--- config.mk ---
export PLATFORM = sky130hd
export DESIGN_NAME = fold2_sample_feeder
export DESIGN_NICKNAME = d
export VERILOG_FILES = /design/src/rtl/fold2_sample_feeder.sv
export SDC_FILE = /design/constraint.sdc
export NUM_CORES = 1
export LEC_CHECK = 0
export ABC_AREA = 1
export CAP_MARGIN = 10
export CORE_UTILIZATION = 57
export DETAILED_ROUTE_END_ITERATION = 8
export GPL_ROUTABILITY_DRIVEN = 0
export MAX_ROUTING_LAYER = met4
export PLACE_DENSITY_LB_ADDON = 0.1
export SLEW_MARGIN = 15
export SYNTH_ARGS = -nofsm -noshare
export SYNTH_HDL_FRONTEND = slang
export SYNTH_SLANG_ARGS = --single-unit
--- constraint.sdc ---
create_clock -name clk -period 7.5 [get_ports clk]
set_clock_uncertainty 0.05 [all_clocks]
set_input_delay 1.5 -clock clk [delete_from_list [all_inputs] [get_ports clk]]
set_output_delay 1.5 -clock clk [all_outputs]
set_load 0.01 [all_outputs]
--- src/rtl/fold2_sample_feeder.sv ---
// Sample feeder for the 2-folded IIR core: FIFO-buffered input, fold phase generation,
// one sample per two-cycle slot, coefficient shadow registers swapped only at slot boundaries.
module fold2_sample_feeder #(
   parameter int N     = 16,
   parameter int DEPTH = 4,
   parameter int UCW   = 8
) (
   input  logic                   clk,
   input  logic                   rst,
   input  logic [N-1:0]           in_data,
   input  logic                   in_valid,
   output logic                   in_ready,
   input  logic [N-1:0]           coef_a_in,
   input  logic [N-1:0]           coef_b_in,
   input  logic                   coef_load,
   output logic [N-1:0]           Xn,
   output logic [N-1:0]           a,
   output logic [N-1:0]           b,
   output logic                   switch,
   output logic                   sample_valid,
   output logic [$clog2(DEPTH):0] level,
   output logic [UCW-1:0]         underrun_cnt
);

   localparam int AW = $clog2(DEPTH);
   localparam logic [AW:0] FULL = DEPTH[AW:0];

   logic [N-1:0]   mem_q [DEPTH];
   logic [AW:0]    wr_ptr_q, wr_ptr_d, rd_ptr_q, rd_ptr_d;
   logic           switch_q, switch_d;
   logic           sample_valid_q, sample_valid_d;
   logic [N-1:0]   xn_q, xn_d;
   logic [N-1:0]   a_q, a_d, b_q, b_d;
   logic [N-1:0]   pend_a_q, pend_a_d, pend_b_q, pend_b_d;
   logic           pend_vld_q, pend_vld_d;
   logic [UCW-1:0] ucnt_q, ucnt_d;
   logic [AW:0]    level_w;
   logic           boundary, push, pop;

   // Pointers carry one extra bit so full (level == DEPTH) is distinguishable from empty.
   assign level_w  = wr_ptr_q - rd_ptr_q;
   assign in_ready = (level_w != FULL);
   assign boundary = ~switch_q;
   assign push     = in_valid & in_ready;
   assign pop      = boundary & (level_w != '0);

   always_comb begin
      wr_ptr_d       = wr_ptr_q;
      rd_ptr_d       = rd_ptr_q;
      switch_d       = ~switch_q;
      sample_valid_d = 1'b0;
      xn_d           = xn_q;
      a_d            = a_q;
      b_d            = b_q;
      pend_a_d       = pend_a_q;
      pend_b_d       = pend_b_q;
      pend_vld_d     = pend_vld_q;
      ucnt_d         = ucnt_q;

      if (push) begin
         wr_ptr_d = wr_ptr_q + 1'b1;
      end

      if (boundary) begin
         if (pop) begin
            xn_d           = mem_q[rd_ptr_q[AW-1:0]];
            rd_ptr_d       = rd_ptr_q + 1'b1;
            sample_valid_d = 1'b1;
         end else begin
            xn_d = '0;
            if (ucnt_q != '1) begin
               ucnt_d = ucnt_q + 1'b1;
            end
         end
         if (pend_vld_q) begin
            a_d        = pend_a_q;
            b_d        = pend_b_q;
            pend_vld_d = 1'b0;
         end
      end

      // A load on the boundary edge itself re-arms the flag for the next boundary.
      if (coef_load) begin
         pend_a_d   = coef_a_in;
         pend_b_d   = coef_b_in;
         pend_vld_d = 1'b1;
      end
   end

   always_ff @(posedge clk) begin
      if (push) begin
         mem_q[wr_ptr_q[AW-1:0]] <= in_data;
      end
   end

   always_ff @(posedge clk or negedge rst) begin
      if (!rst) begin
         wr_ptr_q       <= '0;
         rd_ptr_q       <= '0;
         switch_q       <= 1'b1;
         sample_valid_q <= 1'b0;
         xn_q           <= '0;
         a_q            <= '0;
         b_q            <= '0;
         pend_a_q       <= '0;
         pend_b_q       <= '0;
         pend_vld_q     <= 1'b0;
         ucnt_q         <= '0;
      end else begin
         wr_ptr_q       <= wr_ptr_d;
         rd_ptr_q       <= rd_ptr_d;
         switch_q       <= switch_d;
         sample_valid_q <= sample_valid_d;
         xn_q           <= xn_d;
         a_q            <= a_d;
         b_q            <= b_d;
         pend_a_q       <= pend_a_d;
         pend_b_q       <= pend_b_d;
         pend_vld_q     <= pend_vld_d;
         ucnt_q         <= ucnt_d;
      end
   end

   assign Xn           = xn_q;
   assign a            = a_q;
   assign b            = b_q;
   assign switch       = switch_q;
   assign sample_valid = sample_valid_q;
   assign level        = level_w;
   assign underrun_cnt = ucnt_q;

endmodule

* Yosys cells after proc, flatten, opt, wreduce, memory -nomap -nowiden *
Memory sizes are Yosys's and may differ from the RTL's.
Index checks and enable logic that the tools add are counted.

storage, ports and cells
  bits in registers = 97
  bits in writable memories = 64
  bits of input ports = 52
  output and inout port bits = 62
  word-level logic and storage cells = 34
  memories = 1

cells by class
  add/sub/neg operators = 4
  equal/unequal tests = 3
  multiplexer cells = 7
  bitwise logic cells = 4
  reduce and logical (&&, ||, !) cells = 4

memory list
  name   depth  bits a word  read ports  clocked after memory_dff  write ports  RTL line  RTL
  mem_q  4      16           1           0                         1            28        logic [N-1:0] mem_q [DEPTH];

operators with widths
  operator                                                       number
  16-bit 2-to-1 mux                                              1
  8-bit by 1-bit adder with 8-bit output, second input constant  1
  8-bit != test, second input constant                           1
  3-bit by 1-bit adder with 3-bit output, second input constant  2
  1-bit 2-to-1 mux                                               6
  2-bit AND reduction                                            2
  3-bit != test, second input constant                           1
  3-bit AND reduction                                            1
  3-bit nonzero test                                             1
  3-bit subtractor                                               1
  1-bit bitwise AND                                              2
  2-bit != test, second input constant                           1
  1-bit inverter                                                 2

* Longest topological paths before layout *
Gate-level depths: netlist of the first run.

  depth after elaboration = 5
  gate-level depth with buffers = 10
  gate-level depth less buffers = 10

* Least setup slack after synthesis of the first run *
Ideal clock, no wire load.

  path type = flip-flop to output port
  start = register wr_ptr_q[0]
  end = output port in_ready
  arrival time = 1.486 ns
  required time = 5.950 ns
  path slack = 4.464 ns
  stages on the path, launching flop included = 7
  path buffers = 0
  path through = dfrtp_1 > inv_1 > ha_1 > fa_1 > nand2_1 > inv_1 > nand3_1

on the way
  longest elaborated chain between the ends = 2

ends and longest elaborated chain
  element                 RTL line  RTL
  from (decl)             29        logic [AW:0] wr_ptr_q, wr_ptr_d, rd_ptr_q, rd_ptr_d;
  from (signal assigned)  110       wr_ptr_q <= wr_ptr_d;
  3-bit subtractor        41        assign level_w = wr_ptr_q - rd_ptr_q;
  3-bit != test           42        assign in_ready = (level_w != FULL);
  to (decl)               12        output logic in_ready,

No other way between the ends.

* Final worst setup path of the first run *
  start = register rd_ptr_q[0]
  end = output port in_ready

on the way
  longest elaborated chain between the ends = 2

ends and longest elaborated chain
  element                 RTL line  RTL
  from (decl)             29
  from (signal assigned)  111       rd_ptr_q <= rd_ptr_d;
  3-bit subtractor        41
  3-bit != test           42

No other way between the ends.

==> qor.yml, run 1 <==
status: "finished, final reports clean"
p_sw_uw: 937
crit_path_end: "in_ready"
grt_pass1_wl_um: 20900
setup_viol: 0
grt_max_degree: 68
syn_area_per_cell_um2: 10.6
crit_start: "rd_ptr_q[0]$_DFFE_PN0P_"
synthAdderAreaFrac_pct: 1.66
r2r_end: "mem_q[2][0]$_DFFE_PP_"
drtPass1Iterations: 5
syn_nets: 672
crit_arrival_ns: 2.76
end_kind: "primary output"
worstHoldPathType: "reg2reg"
synthMuxAreaShare_pct: 0
start_kind: "register"
power_leakage_nw: 3.69
cts_tree: "built"
insertedDiodeCount: 0
async_flop_share_pct: 60.2
drt-total-wl_um: 13000
die_w_um: 109
synth-simple-area-share_pct: 17.4
wl_per_cell_um: 14.9
start_util_pct: 59.2
core_um2: 10900
syn2layout_area_growth_pct: 27.3
grt_setup_unrepaired: "false"
cts_buffer_depth: 2
min_period_ns: 4.31
die_h_um: 109
postCtsSetupRepairBufs: 0
yosysTopAreaCell: "dfrtp_1"
antenna_left: 0
seq_power_share_pct: 42.6
ir_drop_v: 0.000205
cp.required_ns: 5.95
synth_warnings: 0
cts-root-buf: "clkbuf_16"
clkTransAtPathRegs_ns: 0.06
clock_latency_ns: 0.41
min_period_over_period_pct: 57.4
powerDensity_nw_per_um2: 356
hold_viol: 0
cts.htree.levels: 4
synth_edf_count: 64
switching_share_pct: 31.9
worstMarginPinSlew_ns: 0.978
synth_top_family_by_area: "simple AND/OR/NAND/NOR gates"
first_iter_violations: 278
vias_per_cell: 5.15
numCtsBuffers: 17
synth_compound_area_share_pct: 7.34
ys_seq_area_share_pct: 67.2
p_int_mw: 2.00
die_area_um2: 11800
numClockSinks: 161
track_usage_pct: 24.3
finalMaxSlewViolations: 0
synth_area_leaders: "dfrtp_1, edfxtp_1, nand2_1"
syn_area_um2: 6470
overflow: 0
rows: 38
relSlewSlack_pct: 34.5
placedInstanceArea_um2: 7650
synth_top_area_share_pct: 37.1
max_freq_mhz: 232
r2r-start: "rd_ptr_q[0]$_DFFE_PN0P_"
io-pin-count: 114
layout-drive-gt1-share_pct: 8.98
yosysMostFrequentCell: "nand2_1"
clkPwrFrac_pct: 28.7
drc_errors: 0
cp_max_fo: 36
dp_hpwl_um: 8170
grt_pass1_vias: 4369
p_comb_share_pct: 28.7
holdBufCountCts: 0
vias: 4504
synth_cell_types: 26
final_area_um2: 8240
reg2reg_slack_ns: 4.78
final_nets: 782
synth-seq-cells: 161
synth_xor_area_share_pct: 0.676
fin_setup_tns_ns: 0
post_cts_resized: 0
worst_r2r_path_depth: 8
critPathKind: "reg2out"
syn_inst: 612
antenna_found_initial: 0
yosys-top-cells-count: "nand2_1, dfrtp_1, o21ai_0"
ys.flop_type: "dfrtp_1"
drv_cap: 0
portBuffers: 113
sequential cells by signal (all words and copies together), names as in the netlist:
signal / flops
a: 16
Xn: 16
wr_ptr_q: 3
pend_vld_q: 1
pend_a_q: 16
rd_ptr_q: 3
switch: 1
b: 16
underrun_cnt: 8
mem_q: 64
sample_valid: 1
pend_b_q: 16
metrics by stage:
stage               cells  util (%)  setup slack (ns)  power, mW  hold slack (ns)
CTS                   875      75.4              2.79       2.95            0.439
finish                875      75.4              3.19       2.93            0.434
global route          875      75.4              3.04       3.11            0.458
detailed placement    843      70.0              3.20       2.11            0.423
global placement      843      70.0              3.30       2.08            0.416
floorplan             612         -              4.46       1.74            0.424
how the worst min path moves through the flow:
stage,end,start,cells after the start
after global placement,b[7]$_DFFE_PN0P_,b[7]$_DFFE_PN0P_,2
after floorplan,pend_vld_q$_DFFE_PN0P_,pend_vld_q$_DFFE_PN0P_,1
after detailed placement,a[15]$_DFFE_PN0P_,a[15]$_DFFE_PN0P_,2
after global routing,b[15]$_DFFE_PN0P_,b[15]$_DFFE_PN0P_,2
after CTS,a[15]$_DFFE_PN0P_,a[15]$_DFFE_PN0P_,2
final,Xn[4]$_DFFE_PN0N_,Xn[4]$_DFFE_PN0N_,2
power groups by stage:
stage / combinational (mW) / clock, mW / sequential (mW)
final: 0.842 / 0.840 / 1.25
after global routing: 0.940 / 0.892 / 1.27
after CTS: 0.856 / 0.850 / 1.25
after detailed placement: 0.849 / 0 / 1.26
after global placement: 0.825 / 0 / 1.25
after floorplan: 0.497 / 0 / 1.24
layout by cell type, fill, tap and decap left out, drive strengths merged:
| master | synthesis | layout |
|---|---|---|
| nand3 | 46 | 46 |
| nand4 | 3 | 3 |
| xor2 | 3 | 3 |
| buf | 18 | 7 |
| clkinv | 0 | 4 |
| clkinvlp | 0 | 1 |
| nor2 | 10 | 10 |
| a21o | 1 | 1 |
| edfxtp | 64 | 64 |
| clkbuf | 9 | 22 |
| dfrtp | 96 | 96 |
| clkdlybuf4s50 | 0 | 111 |
| dfstp | 1 | 1 |
| fa | 1 | 1 |
| xnor2 | 2 | 2 |
| nand2 | 210 | 210 |
| inv | 58 | 62 |
| bufinv | 0 | 1 |
| ha | 7 | 7 |
| o21ai | 83 | 83 |
layout make-up:
| type | instances | area (um2) |
|---|---|---|
| multi-input cells | 366 | 1750 |
| fillers | 718 | 2690 |
| clock buffers | 22 | 489 |
| inverters | 58 | 218 |
| flip-flops and latches | 161 | 4350 |
| well taps | 140 | 175 |
| clock inverters | 10 | 98.8 |
| repair buffers | 118 | 1160 |
worst max-delay path, cell delays in order, from the launching register on:
cell	delay [ns]
dfrtp_2	0.78
ha_1	0.29
fa_1	0.43
nand2_1	0.08
inv_1	0.09
nand3_1	0.13
clkdlybuf4s50_1	0.55
cell families after synthesis:
logic type	after synthesis
AOI/OAI and AO/OA	84
adders and majority gates	8
and+or+nand+nor	269
buffers and inverters	85
DFF	161
xor gates and xnor gates	5
routing by layer:
layer / global-route usage [%] / vias to the layer above / routed length (um) / share of wire, %
li1: - / 2210 / - / -
met1: 30.2 / 2155 / 5640 / 43
met2: 39.9 / 127 / 6640 / 51
met3: 5.55 / 12 / 623 / 4.8
met4: 7.53 / 0 / 135 / 1.0
met5: - / - / 0 / 0
Power figures use the tool's default switching activity.
==> run 2, diff against run 1 <==
--- a/config.mk
+++ b/config.mk
@@ -7,7 +7,7 @@
 export LEC_CHECK = 0
 export ABC_AREA = 1
 export CAP_MARGIN = 10
-export CORE_UTILIZATION = 57
+export CORE_UTILIZATION = 52
 export DETAILED_ROUTE_END_ITERATION = 8
 export GPL_ROUTABILITY_DRIVEN = 0
 export MAX_ROUTING_LAYER = met4
==> constraint.sdc (replaced) <==
create_clock -name clk -period 4.4 [get_ports clk]
set_clock_uncertainty 0.05 [all_clocks]
set_input_delay 0.88 -clock clk [delete_from_list [all_inputs] [get_ports clk]]
set_output_delay 0.88 -clock clk [all_outputs]
set_load 0.01 [all_outputs]
==> run 2 against run 1 <==
Effect of this change:
- die area increased by 9.4%
- flip-flop and latch count unchanged
- count of clock-buffer cells in the layout increased by 6
- clock power is 63% higher
- sequential share of layout area decreased by 0.14 points
- sequential power grew 64%
- hold slack worse by 0.0059 ns
- routed wire length is 2.8% lower
- combinational power grew 81%
- final area increased by 0.24%
- non-clock buffer count rose by 2
- largest cell class unchanged
- largest power group unchanged
==> qor.yml, run 2 (synthesis gave the netlist of run 1 again) <==
cp.required_ns: 3.47
min_period_over_period_pct: 80.3
p_int_mw: 3.39
grt_util_met2_pct: 33.8
grt_setup_unrepaired: "false"
final_area_um2: 8260
numClockSinks: 161
worstMarginPinSlew_ns: 0.996
crit_buf_inv: 3
wl_per_cell_um: 14.0
vias: 4440
hold_viol: 0
switching_share_pct: 31.4
worst_r2r_path_depth: 9
post-route-util_pct: 68.5
grt.met1_usage_pct: 28.6
crit_family: "buffers and inverters"
die_w_um: 114
hold_ws_ns: 0.428
cts_buffer_depth: 2
clkPwrFrac_pct: 27.7
grt_use_met3_pct: 4.78
dp_hpwl_um: 8150
finalMaxSlewViolations: 0
start_util_pct: 53.7
vias_per_cell: 4.91
die_area_um2: 12900
power_leakage_nw: 3.69
crit_slowest_cell: "clkdlybuf4s50_1"
start_kind: "register"
powerDensity_nw_per_um2: 598
clkTransAtPathRegs_ns: 0.06
status: "finished, final reports clean"
final_nets: 784
post_cts_resized: 0
drtPass1Iterations: 4
place_ws_ns: 1.31
fin_setup_tns_ns: 0
drv_cap: 0
cts.htree.levels: 4
first_iter_violations: 328
stdcell_count: 905
seq_power_share_pct: 41.5
top_usage_layer: "met2"
crit_arrival_ns: 2.60
placedInstanceArea_um2: 7700
cp_cell_sequence: "buf_4 > ha_1 > fa_1 > nand2_1 > inv_1 > nand3_1 > clkdlybuf4s50_1"
layout-drive-gt1-share_pct: 8.41
ir_drop_v: 0.000322
p_sw_mw: 1.55
rows: 40
postCtsSetupRepairBufs: 0
largest_reg_flops: 64
reg2reg_slack_ns: 1.85
max_freq_mhz: 283
grt_pass1_vias: 4245
clock_latency_ns: 0.42
insertedDiodeCount: 0
r2r-start: "rd_ptr_q[0]$_DFFE_PN0P_"
syn2layout_area_growth_pct: 27.6
antenna_left: 0
p_comb_share_pct: 30.8
track_usage_pct: 21.9
cts_tree: "built"
worstHoldPathType: "reg2reg"
portBuffers: 113
grt_max_degree: 80
relSlewSlack_pct: 33.4
slowest_delay_ns: 0.54
crit_start: "rd_ptr_q[0]$_DFFE_PN0P_"
holdBufCountCts: 0
grt_pass1_wl_um: 20800
cp_max_fo: 36
cts-root-buf: "clkbuf_16"
dp_cells: 873
die_h_um: 114
drc_errors: 0
numCtsBuffers: 17
antenna_found_initial: 0
core_um2: 12100
r2r_end: "mem_q[3][9]$_DFFE_PP_"
min_period_ns: 3.53
crit_path_end: "in_ready"
finalWorstSetupSlack_ns: 0.868
drt-total-wl_um: 12700
layout_common_cells: "nand2_1, clkdlybuf4s50_1, dfrtp_1, o21ai_0, edfxtp_1"
critPathKind: "reg2out"
end_kind: "primary output"
setup_viol: 0
power_mw: 4.94
io-pin-count: 114
path_depth: 7
mostFrequentLayoutCell: "nand2_1"
overflow: 0
-- run 2: changes by cell type in the layout (fill, tap and decap cells not counted), sizes merged --
| cell | change |
|---|---|
| clkinvlp | -1 |
| inv | -4 |
| bufinv | -1 |
| clkbuf | +6 |
| buf | +2 |
-- run 2: final cells by class --
| type | count | area [um2] |
|---|---|---|
| Clock buffer | 28 | 539 |
| Clock inverter | 4 | 20.0 |
| Fill cell | 942 | 3800 |
| Inverter | 58 | 218 |
| Multi-Input combinational cell | 366 | 1750 |
| Sequential cell | 161 | 4350 |
| Tap cell | 168 | 210 |
| Timing Repair Buffer | 120 | 1180 |
-- run 2: tightest hold or removal path: cells and delay by family (launching register included) --
| kind | cells | cell delay (ns) |
|---|---|---|
| AO/OA/AOI/OAI | 1 | 0.05 |
| flip-flops | 1 | 0.34 |
| AND/OR/NAND/NOR | 1 | 0.05 |
-- run 2: metal layers --
metal	wire length, um	share of wire [%]	vias to the layer above
met5	0	0	-
met4	225	1.8	0
met3	631	5.0	18
met2	6040	48	120
met1	5770	46	2099
li1	-	-	2203
-- run 2: worst min path at each step --
stage / slack (ns) / from / cells after the start / end
4_1_cts: 0.43 / Xn[13]$_DFFE_PN0N_ / 2 / Xn[13]$_DFFE_PN0N_
3_3_place_gp: 0.41 / b[15]$_DFFE_PN0P_ / 2 / b[15]$_DFFE_PN0P_
6_report: 0.43 / a[15]$_DFFE_PN0P_ / 2 / a[15]$_DFFE_PN0P_
3_5_place_dp: 0.42 / Xn[13]$_DFFE_PN0N_ / 2 / Xn[13]$_DFFE_PN0N_
5_1_grt: 0.45 / Xn[13]$_DFFE_PN0N_ / 2 / Xn[13]$_DFFE_PN0N_
2_1_floorplan: 0.42 / pend_vld_q$_DFFE_PN0P_ / 1 / pend_vld_q$_DFFE_PN0P_
-- run 2: power by group through the flow --
stage,registers [mW],clock network (mW),logic [mW]
2_1_floorplan,2.12,0,0.847
3_3_place_gp,2.07,0,1.50
3_5_place_dp,2.08,0,1.54
4_1_cts,2.05,1.39,1.55
5_1_grt,2.09,1.46,1.70
6_report,2.05,1.37,1.52
==> run 3, diff against run 2 <==
==> constraint.sdc (replaced) <==
create_clock -name clk -period 3.25 [get_ports clk]
set_clock_uncertainty 0.05 [all_clocks]
set_input_delay 0.65 -clock clk [delete_from_list [all_inputs] [get_ports clk]]
set_output_delay 0.65 -clock clk [all_outputs]
set_load 0.01 [all_outputs]
==> run 3 against run 2 <==
Effect of this change:
- worst setup slack got worse by 0.70 ns
- flip-flop and latch count unchanged
- global-route usage decreased by 0.055 points
- combinational power increased by 37%
- critical endpoint unchanged
- highest routed layer unchanged
==> qor.yml, run 3 (synthesis gave the netlist of run 1 again) <==
status: "finished, final reports clean"
power_mw: 6.73
mostFrequentLayoutCell: "nand2_1"
rows: 40
grt_pass1_vias: 4280
drc_errors: 0
post_cts_resized: 0
grt_max_degree: 66
max_freq_mhz: 324
worstMarginPinSlew_ns: 1.01
reg2reg_slack_ns: 0.94
drt-total-wl_um: 12700
grt_pass1_wl_um: 20800
die_area_um2: 12900
hold_ws_ns: 0.222
die_h_um: 114
worstHoldPathType: "in2async"
cts-root-buf: "clkbuf_16"
powerDensity_nw_per_um2: 812
first_iter_violations: 238
power_leakage_nw: 3.70
vias_per_cell: 4.87
cts_tree: "built"
critPathKind: "reg2out"
crit_arrival_ns: 2.38
finalMaxSlewViolations: 0
hold_viol: 0
start_kind: "register"
cts.htree.levels: 4
finalWorstSetupSlack_ns: 0.165
setup_viol: 0
clock_latency_ns: 0.42
drv_cap: 0
cp_max_fo: 4
place_ws_ns: 0.506
min_period_over_period_pct: 94.9
crit_start: "wr_ptr_q[0]$_DFFE_PN0P_"
post-route-util_pct: 68.7
layout_common_cells: "nand2_1, clkdlybuf4s50_1, dfrtp_1, o21ai_0, edfxtp_1"
worst_r2r_path_depth: 9
overflow: 0
largest_reg_flops: 64
start_util_pct: 53.7
portBuffers: 113
antenna_found_initial: 0
numCtsBuffers: 17
dp_hpwl_um: 8280
r2r_end: "mem_q[0][7]$_DFFE_PP_"
min_period_ns: 3.08
relSlewSlack_pct: 32.9
drtPass1Iterations: 4
layout-drive-gt1-share_pct: 8.54
clkTransAtPathRegs_ns: 0.06
track_usage_pct: 21.9
vias: 4412
io-pin-count: 114
cts_buffer_depth: 2
syn2layout_area_growth_pct: 28.0
grt_setup_unrepaired: "false"
core_um2: 12100
end_kind: "primary output"
fin_setup_tns_ns: 0
crit_path_end: "in_ready"
final_nets: 785
insertedDiodeCount: 0
r2r-start: "wr_ptr_q[0]$_DFFE_PN0P_"
ir_drop_v: 0.000502
antenna_left: 0
cp.required_ns: 2.55
numClockSinks: 161
wl_per_cell_um: 14.0
die_w_um: 114
==> run 3: changes by cell type in the layout (fill, tap and decap cells not counted) <==
cell / change
clkbuf_16: -2
buf_12: +1
clkinv_2: -2
bufinv_16: +1
clkbuf_8: +2
inv_4: +1
==> run 3: metrics by stage <==
stage	area [um2]	cells
2_1_floorplan	6470	612
3_3_place_gp	7720	873
3_5_place_dp	7720	873
4_1_cts	8280	905
5_1_grt	8290	906
6_report	8290	906
==> run 3: worst max-delay path: stages, from the launching register on <==
cell and delay, ns:
dfrtp_1 0.35, inv_1 0.09, ha_1 0.22, fa_1 0.50
nand2_1 0.05, inv_1 0.13, nand3_1 0.13, clkdlybuf4s50_1 0.49
==> run 3: timing repair <==
item / 4_1_cts / 5_1_grt
endpoints found under the setup margin: 0 / 1
hold endpoints to repair: 0 / 0
setup buffers: 0 / 1
hold buffers: 0 / 0
==> run 3: cell type report <==
class	instances	area (um2)
flip-flops and latches	161	4350
fillers	916	3770
multi-input cells	366	1750
repair buffers	121	1200
clock buffers	28	517
inverters	58	218
well taps	168	210
clock inverters	4	46.3
==> run 3: worst min-delay path by stage <==
stage                           start                       to  slack [ns]  depth (start not counted)
floorplan                         rst        Xn[0]$_DFFE_PN0N_        0.30                          0
global placement    b[15]$_DFFE_PN0P_        b[15]$_DFFE_PN0P_        0.41                          2
detailed placement   b[6]$_DFFE_PN0P_         b[6]$_DFFE_PN0P_        0.42                          2
CTS                               rst         a[4]$_DFFE_PN0P_        0.24                          1
global route                      rst  pend_a_q[1]$_DFFE_PN0P_        0.27                          1
finish                            rst         a[4]$_DFFE_PN0P_        0.22                          1
==> run 3: where the power goes <==
group	internal (mW)	switching, mW	total [mW]	leakage [nW]
clock network	1.15	0.717	1.87	0.279
registers	2.58	0.200	2.78	1.77
logic	0.901	1.18	2.08	1.65
==> run 3: routing by layer <==
metal / up-vias / part of all wire [%] / GRT usage (%)
met1: 2096 / 44 / 28.0
li1: 2205 / - / -
met3: 7 / 4.6 / 5.79
met5: - / 0 / -
met2: 104 / 50 / 34.1
met4: 0 / 0.73 / 7.63
